## config.mk

```make
export PLATFORM = sky130hd
export DESIGN_NAME = sub32_slice_seq
export DESIGN_NICKNAME = d
export VERILOG_FILES = /design/src/rtl/sub32_slice_seq.sv
export SDC_FILE = /design/constraint.sdc
export NUM_CORES = 1
export LEC_CHECK = 0
export CORE_ASPECT_RATIO = 0.6
export CORE_UTILIZATION = 52
export CTS_CLUSTER_DIAMETER = 120
export CTS_CLUSTER_SIZE = 28
export DETAILED_ROUTE_END_ITERATION = 12
export PLACE_DENSITY = 0.87
export SLEW_MARGIN = 15
export SYNTH_ARGS = -nofsm -noshare
export SYNTH_HDL_FRONTEND = slang
export SYNTH_SLANG_ARGS = --single-unit
```

## constraint.sdc

```tcl
create_clock -name clk -period 5.5 [get_ports clk]
set_input_delay 1.65 -clock clk [delete_from_list [all_inputs] [get_ports clk]]
set_output_delay 1.65 -clock clk [all_outputs]
set_load 0.1 [all_outputs]
```

## src/rtl/sub32_slice_seq.sv

```systemverilog
// Sequential add/subtract unit: one SLICE_W-bit adder slice reused over WIDTH/SLICE_W cycles.
// Optional signed-overflow output is built only when SUB32_OVF_EN is defined.
//
// state  | meaning
// IDLE   | in_ready high, waiting for an operand request
// BUSY   | one slice per cycle, carry passed between cycles in carry_q
// DONE   | out_valid high, result held until out_ready
module sub32_slice_seq #(
  parameter int WIDTH   = 32,
  parameter int SLICE_W = 16
) (
  input  logic             clk,
  input  logic             areset,
  input  logic             in_valid,
  output logic             in_ready,
  input  logic             op_sub,
  input  logic [WIDTH-1:0] a,
  input  logic [WIDTH-1:0] b,
  output logic             out_valid,
  input  logic             out_ready,
  output logic [WIDTH-1:0] result,
`ifdef SUB32_OVF_EN
  output logic             ovf,
`endif
  output logic             c_out
);

  localparam int NS    = WIDTH / SLICE_W;
  localparam int IDX_W = (NS > 1) ? $clog2(NS) : 1;

  localparam logic [1:0] S_IDLE = 2'd0;
  localparam logic [1:0] S_BUSY = 2'd1;
  localparam logic [1:0] S_DONE = 2'd2;

  logic [1:0]       state_q, state_d;
  logic [WIDTH-1:0] a_q, a_d;
  logic [WIDTH-1:0] b_q, b_d;
  logic [WIDTH-1:0] result_q, result_d;
  logic             carry_q, carry_d;
  logic             op_sub_q, op_sub_d;
  logic             c_out_q, c_out_d;
  logic [IDX_W-1:0] idx_q, idx_d;
`ifdef SUB32_OVF_EN
  logic             ovf_q, ovf_d;
`endif

  logic [SLICE_W-1:0] a_s, b_s;
  logic [SLICE_W:0]   sum_s;
  logic               last_s;

  // The single shared slice adder; b_q already holds ~b for subtraction.
  always_comb begin
    a_s    = a_q[int'(idx_q) * SLICE_W +: SLICE_W];
    b_s    = b_q[int'(idx_q) * SLICE_W +: SLICE_W];
    sum_s  = {1'b0, a_s} + {1'b0, b_s} + {{SLICE_W{1'b0}}, carry_q};
    last_s = (idx_q == IDX_W'(NS - 1));
  end

  always_comb begin
    state_d  = state_q;
    a_d      = a_q;
    b_d      = b_q;
    result_d = result_q;
    carry_d  = carry_q;
    op_sub_d = op_sub_q;
    c_out_d  = c_out_q;
    idx_d    = idx_q;
`ifdef SUB32_OVF_EN
    ovf_d    = ovf_q;
`endif
    case (state_q)
      S_IDLE: begin
        if (in_valid) begin
          a_d      = a;
          b_d      = op_sub ? ~b : b;
          carry_d  = op_sub;
          op_sub_d = op_sub;
          idx_d    = '0;
          state_d  = S_BUSY;
        end
      end
      S_BUSY: begin
        result_d[int'(idx_q) * SLICE_W +: SLICE_W] = sum_s[SLICE_W-1:0];
        carry_d = sum_s[SLICE_W];
        idx_d   = idx_q + 1'b1;
        if (last_s) begin
          state_d = S_DONE;
          c_out_d = sum_s[SLICE_W] ^ op_sub_q;
`ifdef SUB32_OVF_EN
          // carry into the MSB is recovered from the MSB sum bit and operand bits
          ovf_d = (a_s[SLICE_W-1] ^ b_s[SLICE_W-1] ^ sum_s[SLICE_W-1]) ^ sum_s[SLICE_W];
`endif
        end
      end
      S_DONE: begin
        if (out_ready) state_d = S_IDLE;
      end
      default: state_d = S_IDLE;
    endcase
  end

  always_ff @(posedge clk or posedge areset) begin
    if (areset) begin
      state_q  <= S_IDLE;
      a_q      <= '0;
      b_q      <= '0;
      result_q <= '0;
      carry_q  <= 1'b0;
      op_sub_q <= 1'b0;
      c_out_q  <= 1'b0;
      idx_q    <= '0;
`ifdef SUB32_OVF_EN
      ovf_q    <= 1'b0;
`endif
    end else begin
      state_q  <= state_d;
      a_q      <= a_d;
      b_q      <= b_d;
      result_q <= result_d;
      carry_q  <= carry_d;
      op_sub_q <= op_sub_d;
      c_out_q  <= c_out_d;
      idx_q    <= idx_d;
`ifdef SUB32_OVF_EN
      ovf_q    <= ovf_d;
`endif
    end
  end

  assign in_ready  = (state_q == S_IDLE);
  assign out_valid = (state_q == S_DONE);
  assign result    = result_q;
  assign c_out     = c_out_q;
`ifdef SUB32_OVF_EN
  assign ovf       = ovf_q;
`endif

endmodule

```

## Yosys cells after proc, flatten, opt, wreduce, memory -nomap -nowiden

Cells that the tools add are included.

- Add/subtract/negate cells: 4
- Equal/unequal tests: 5
- Shift operators: 4
- Multiplexer cells: 10
- Bitwise operators: 2
- Reduce and logical (&&, ||, !) cells: 6

Operator list:

| cell | number |
|---|---|
| 32-bit by 6-bit variable part select with 16-bit output | 2 |
| 5-bit negator with 33-bit output | 1 |
| 16-bit by 33-bit variable shift with 32-bit output, first input constant | 1 |
| 16-bit by 33-bit variable part select with 32-bit output | 1 |
| 32-bit bitwise mux | 1 |
| 32-bit two-way mux | 1 |
| 32-bit NOT | 1 |
| 16-bit by 16-bit adder with 17-bit output | 1 |
| 17-bit by 1-bit adder with 17-bit output | 1 |
| 2-bit two-way mux | 3 |
| 2-bit case mux with 3 select lines | 1 |
| 2-bit AND reduction | 3 |
| 2-bit != test, second input constant | 2 |
| 1-bit case mux with 2 select lines | 2 |
| 3-bit AND reduction | 1 |
| 2-bit by 1-bit equality test with 1-bit output, second input constant | 1 |
| 2-bit equality test, second input constant | 1 |
| 2-bit logical NOT | 1 |
| 1-bit two-way mux | 2 |
| 2-bit by 1-bit != test with 1-bit output, second input constant | 1 |
| 2-bit nonzero test | 1 |
| 1-bit adder, second input constant | 1 |
| 1-bit bitwise XOR | 1 |

- Flip-flop bits (word level): 102
- Input bits: 69

## Longest topological paths before layout

- Depth in word-level cells: 5
- Gate-level depth with buffers: 12
- Mapped depth without buffers: 10

## Worst setup path after synthesis

Ideal clock, no wire load.

- Kind: reg2out
- From: register state_q[0]
- To: output port in_ready
- Arrival time: 1679 ps
- Required time: 3850 ps
- Slack: 2171 ps
- Stages on the path, launching flop included: 2
- Path buffers: 0
- Cell sequence: dfrtp_1 -> nor2_1

- Cells in the longest elaborated chain, start to end: 1

Ends and longest elaborated chain:

| what | line | text |
|---|---|---|
| from (decl) | 35 | `logic [1:0] state_q, state_d;` |
| from (signal assigned) | 116 | `state_q <= state_d;` |
| 2-bit logical NOT | 130 | `assign in_ready = (state_q == S_IDLE);` |
| to (decl) | 15 | `output logic in_ready,` |

Every way passes these cells.

## Final worst setup path

- From: register state_q[0]
- To: output port out_valid

- Cells in the longest elaborated chain, start to end: 1

Ends and longest elaborated chain:

| what | line | text |
|---|---|---|
| 2-bit equality test | 131 | `assign out_valid = (state_q == S_DONE);` |
| to (decl) | 19 | `output logic out_valid,` |

Every way passes these cells.

==> flow_summary.ini <==
[run_status]
status = finished, final reports clean

[timing]
hold_viol = 0
period_needed_ns = 3.82
fin_hold_ws_ns = 0.485
setup_viol_count_final = 0
max_freq_ghz = 0.262
drv_slew = 0
worst_pin_slew_ns = 1.03
tns_ns = 0
finClkSkew_ns = 0.00742
relSlewSlack_pct = 31.4
fin_crit_sh_pct = 69.4
rsz0062_at_grt = no

[critical_path]
r2r-start = idx_q
cp_slowest_cell = clkdlybuf4s50_1
crit_end = out_valid
worst_ep_required_time_ns = 3.85
worst_ep_arrival_time_ns = 2.17
r2r_end = result[30]
cp-start-kind = flip-flop
r2r_cells = 11
path_delay_family = buffers and inverters
slowest_delay_ns = 1.13
critPathLaunch = state_q[0]
crit_cells = 3
crit_type = reg2out
r2r_setup_slack_ns = 2.25
worstPathMaxFanout = 5
crit_chain = nand2b_1 > inv_1 > clkdlybuf4s50_1
end_kind = output port
worst-path-buf-inv = 2

[detailed_routing]
dr.pass1.iters = 5
routedWlPerCell_um = 16.8
postRouteAntennaNets = 0
dr_total_vias = 3906
vias_per_cell = 5.46
drt_iter0_drc = 225
drc = 0
wl_mm = 12.0

[floorplan]
ioPinCount = 104
fp.dieArea_um2 = 10400
dieWidth_um = 131
rows = 27
die_y_um = 79.5
core_um2 = 9430
start_util_pct = 55.2

[cts]
htreeDepth = 3
ctsHoldBuffers = 0
cts_resized = 0
root_buffer = clkbuf_16
clkSinkCount = 102
cts_tree = yes
cts_buffers = 9
clock_path_buffers = 2
cts_setup_buffers = 0
clkLatencyLatePin_ns = 0.35
cts.reportedPaths.clkPinSlew_ns = 0.07

[yosys]
syn_area_um2 = 5200
yosysTopAreaCell = dfrtp_1
synth_edf_count = 0
synth_seq_area_share_pct = 49.1
netlist.area_leader.share_pct = 49.1
synth_ff_type = dfrtp_1
synth_cell_types = 41
synthTopCellsByCount = dfrtp_1 (102), mux2_2 (65), a21oi_1 (48), nand2_1 (45), nor2_1 (43)
async_flop_share_pct = 100
synth_area_leaders = dfrtp_1 (49%), mux2_2 (14%), xnor2_1 (6.2%), a21oi_1 (4.6%), ha_1 (3.6%)
synthesis.nets = 577
synth-seq-cells = 102
synth_most_common_cell = dfrtp_1
synth_area_per_cell_um2 = 10.6
syn_inst = 491
yosysWarnings = 0

[global_routing]
grt_use_total_pct = 24.8
antenna_found_initial = 0
grt_pass1_vias = 4021
grt_pass1_wl_mm = 19.8
overflow = 0
grt_max_degree = 99

[place]
dpl.hpwl_mm = 8.54
io_buffers = 103
gp_congestion = 0.924

[layout]
fin_nets = 667
area_growth_pct = 27.6
diodes = 0
drive_gt1_share_pct = 15.4

[min_path]
worstHoldPathCells = 2
hp-class = reg2reg

[run]
drv_cap = 0
==> worst min-delay path by stage <==
stage | start | end | slack, ns
detailed placement | result[10] | result[10] | 0.47
floorplan | a_q[16] | a_q[16] | 0.47
CTS | result[10] | result[10] | 0.49
global placement | result[12] | result[12] | 0.47
finish | result[10] | result[10] | 0.48
global route | result[25] | result[25] | 0.52
==> layout by cell type, fill, tap and decap left out, types with 9 or more instances in the layout <==
master	instances
o21ai_0	33
clkdlybuf4s50_1	102
xnor2_1	37
clkbuf_16	9
mux2_2	65
ha_1	15
a21oi_1	48
nand2_1	45
nor2_1	43
dfrtp_1	102
==> registers in the layout, summed over array words and instances, names as in the netlist <==
signal / count
a_q: 32
carry_q: 1
idx_q: 1
b_q: 32
op_sub_q: 1
c_out: 1
state_q: 2
result: 32
==> cell families after synthesis <==
kind of cell / count (synthesis) / synth area share [%]
AOI/OAI and AO/OA: 110 / 12.2
xor gates and xnor gates: 43 / 7.24
adders and majority gates: 17 / 4.38
buffers and inverters: 37 / 2.81
DFF: 102 / 49.1
muxes: 69 / 14.8
and+or+nand+nor: 113 / 9.43
==> final cells by class <==
cell class | instances | area, µm²
fillers | 658 | 2790
inverters | 9 | 36.3
flip-flops and latches | 102 | 2550
well taps | 130 | 163
multi-input cells | 352 | 2500
clock buffers | 10 | 229
clock inverters | 6 | 93.8
repair buffers | 107 | 1060
==> stage by stage <==
step,worst slack [ns],cells,instance area [µm²],util (%)
5_1_grt,1.64,716,6640,70.4
6_report,1.68,716,6640,70.4
2_1_floorplan,1.17,491,5200,-
3_5_place_dp,1.88,700,6310,67.0
4_1_cts,1.68,716,6640,70.4
3_3_place_gp,1.95,700,6310,67.0
==> worst reg2reg max path: stages, from the launching register on <==
cell and delay [ns]:
dfrtp_1 0.32, buf_4 0.42, mux2_2 0.42, fa_1 0.42, inv_1 0.08, fa_1 0.21
nand2b_1 0.16, a21o_1 0.17, nand2_1 0.12, a311oi_1 0.30, mux2_2 0.38, o21ai_0 0.16
==> metal layers <==
layer / global-route usage, % / routed length [µm] / vias to the layer above
met1: 31.8 / 5300 / 1894
met2: 42.7 / 5810 / 128
li1: - / - / 1873
met5: 0 / 0 / -
met3: 6.92 / 769 / 11
met4: 4.24 / 120 / 0
Power is left out: the tool's default activity adds up to more than one toggle a clock period on the data nets, which glitch-free logic cannot reach.
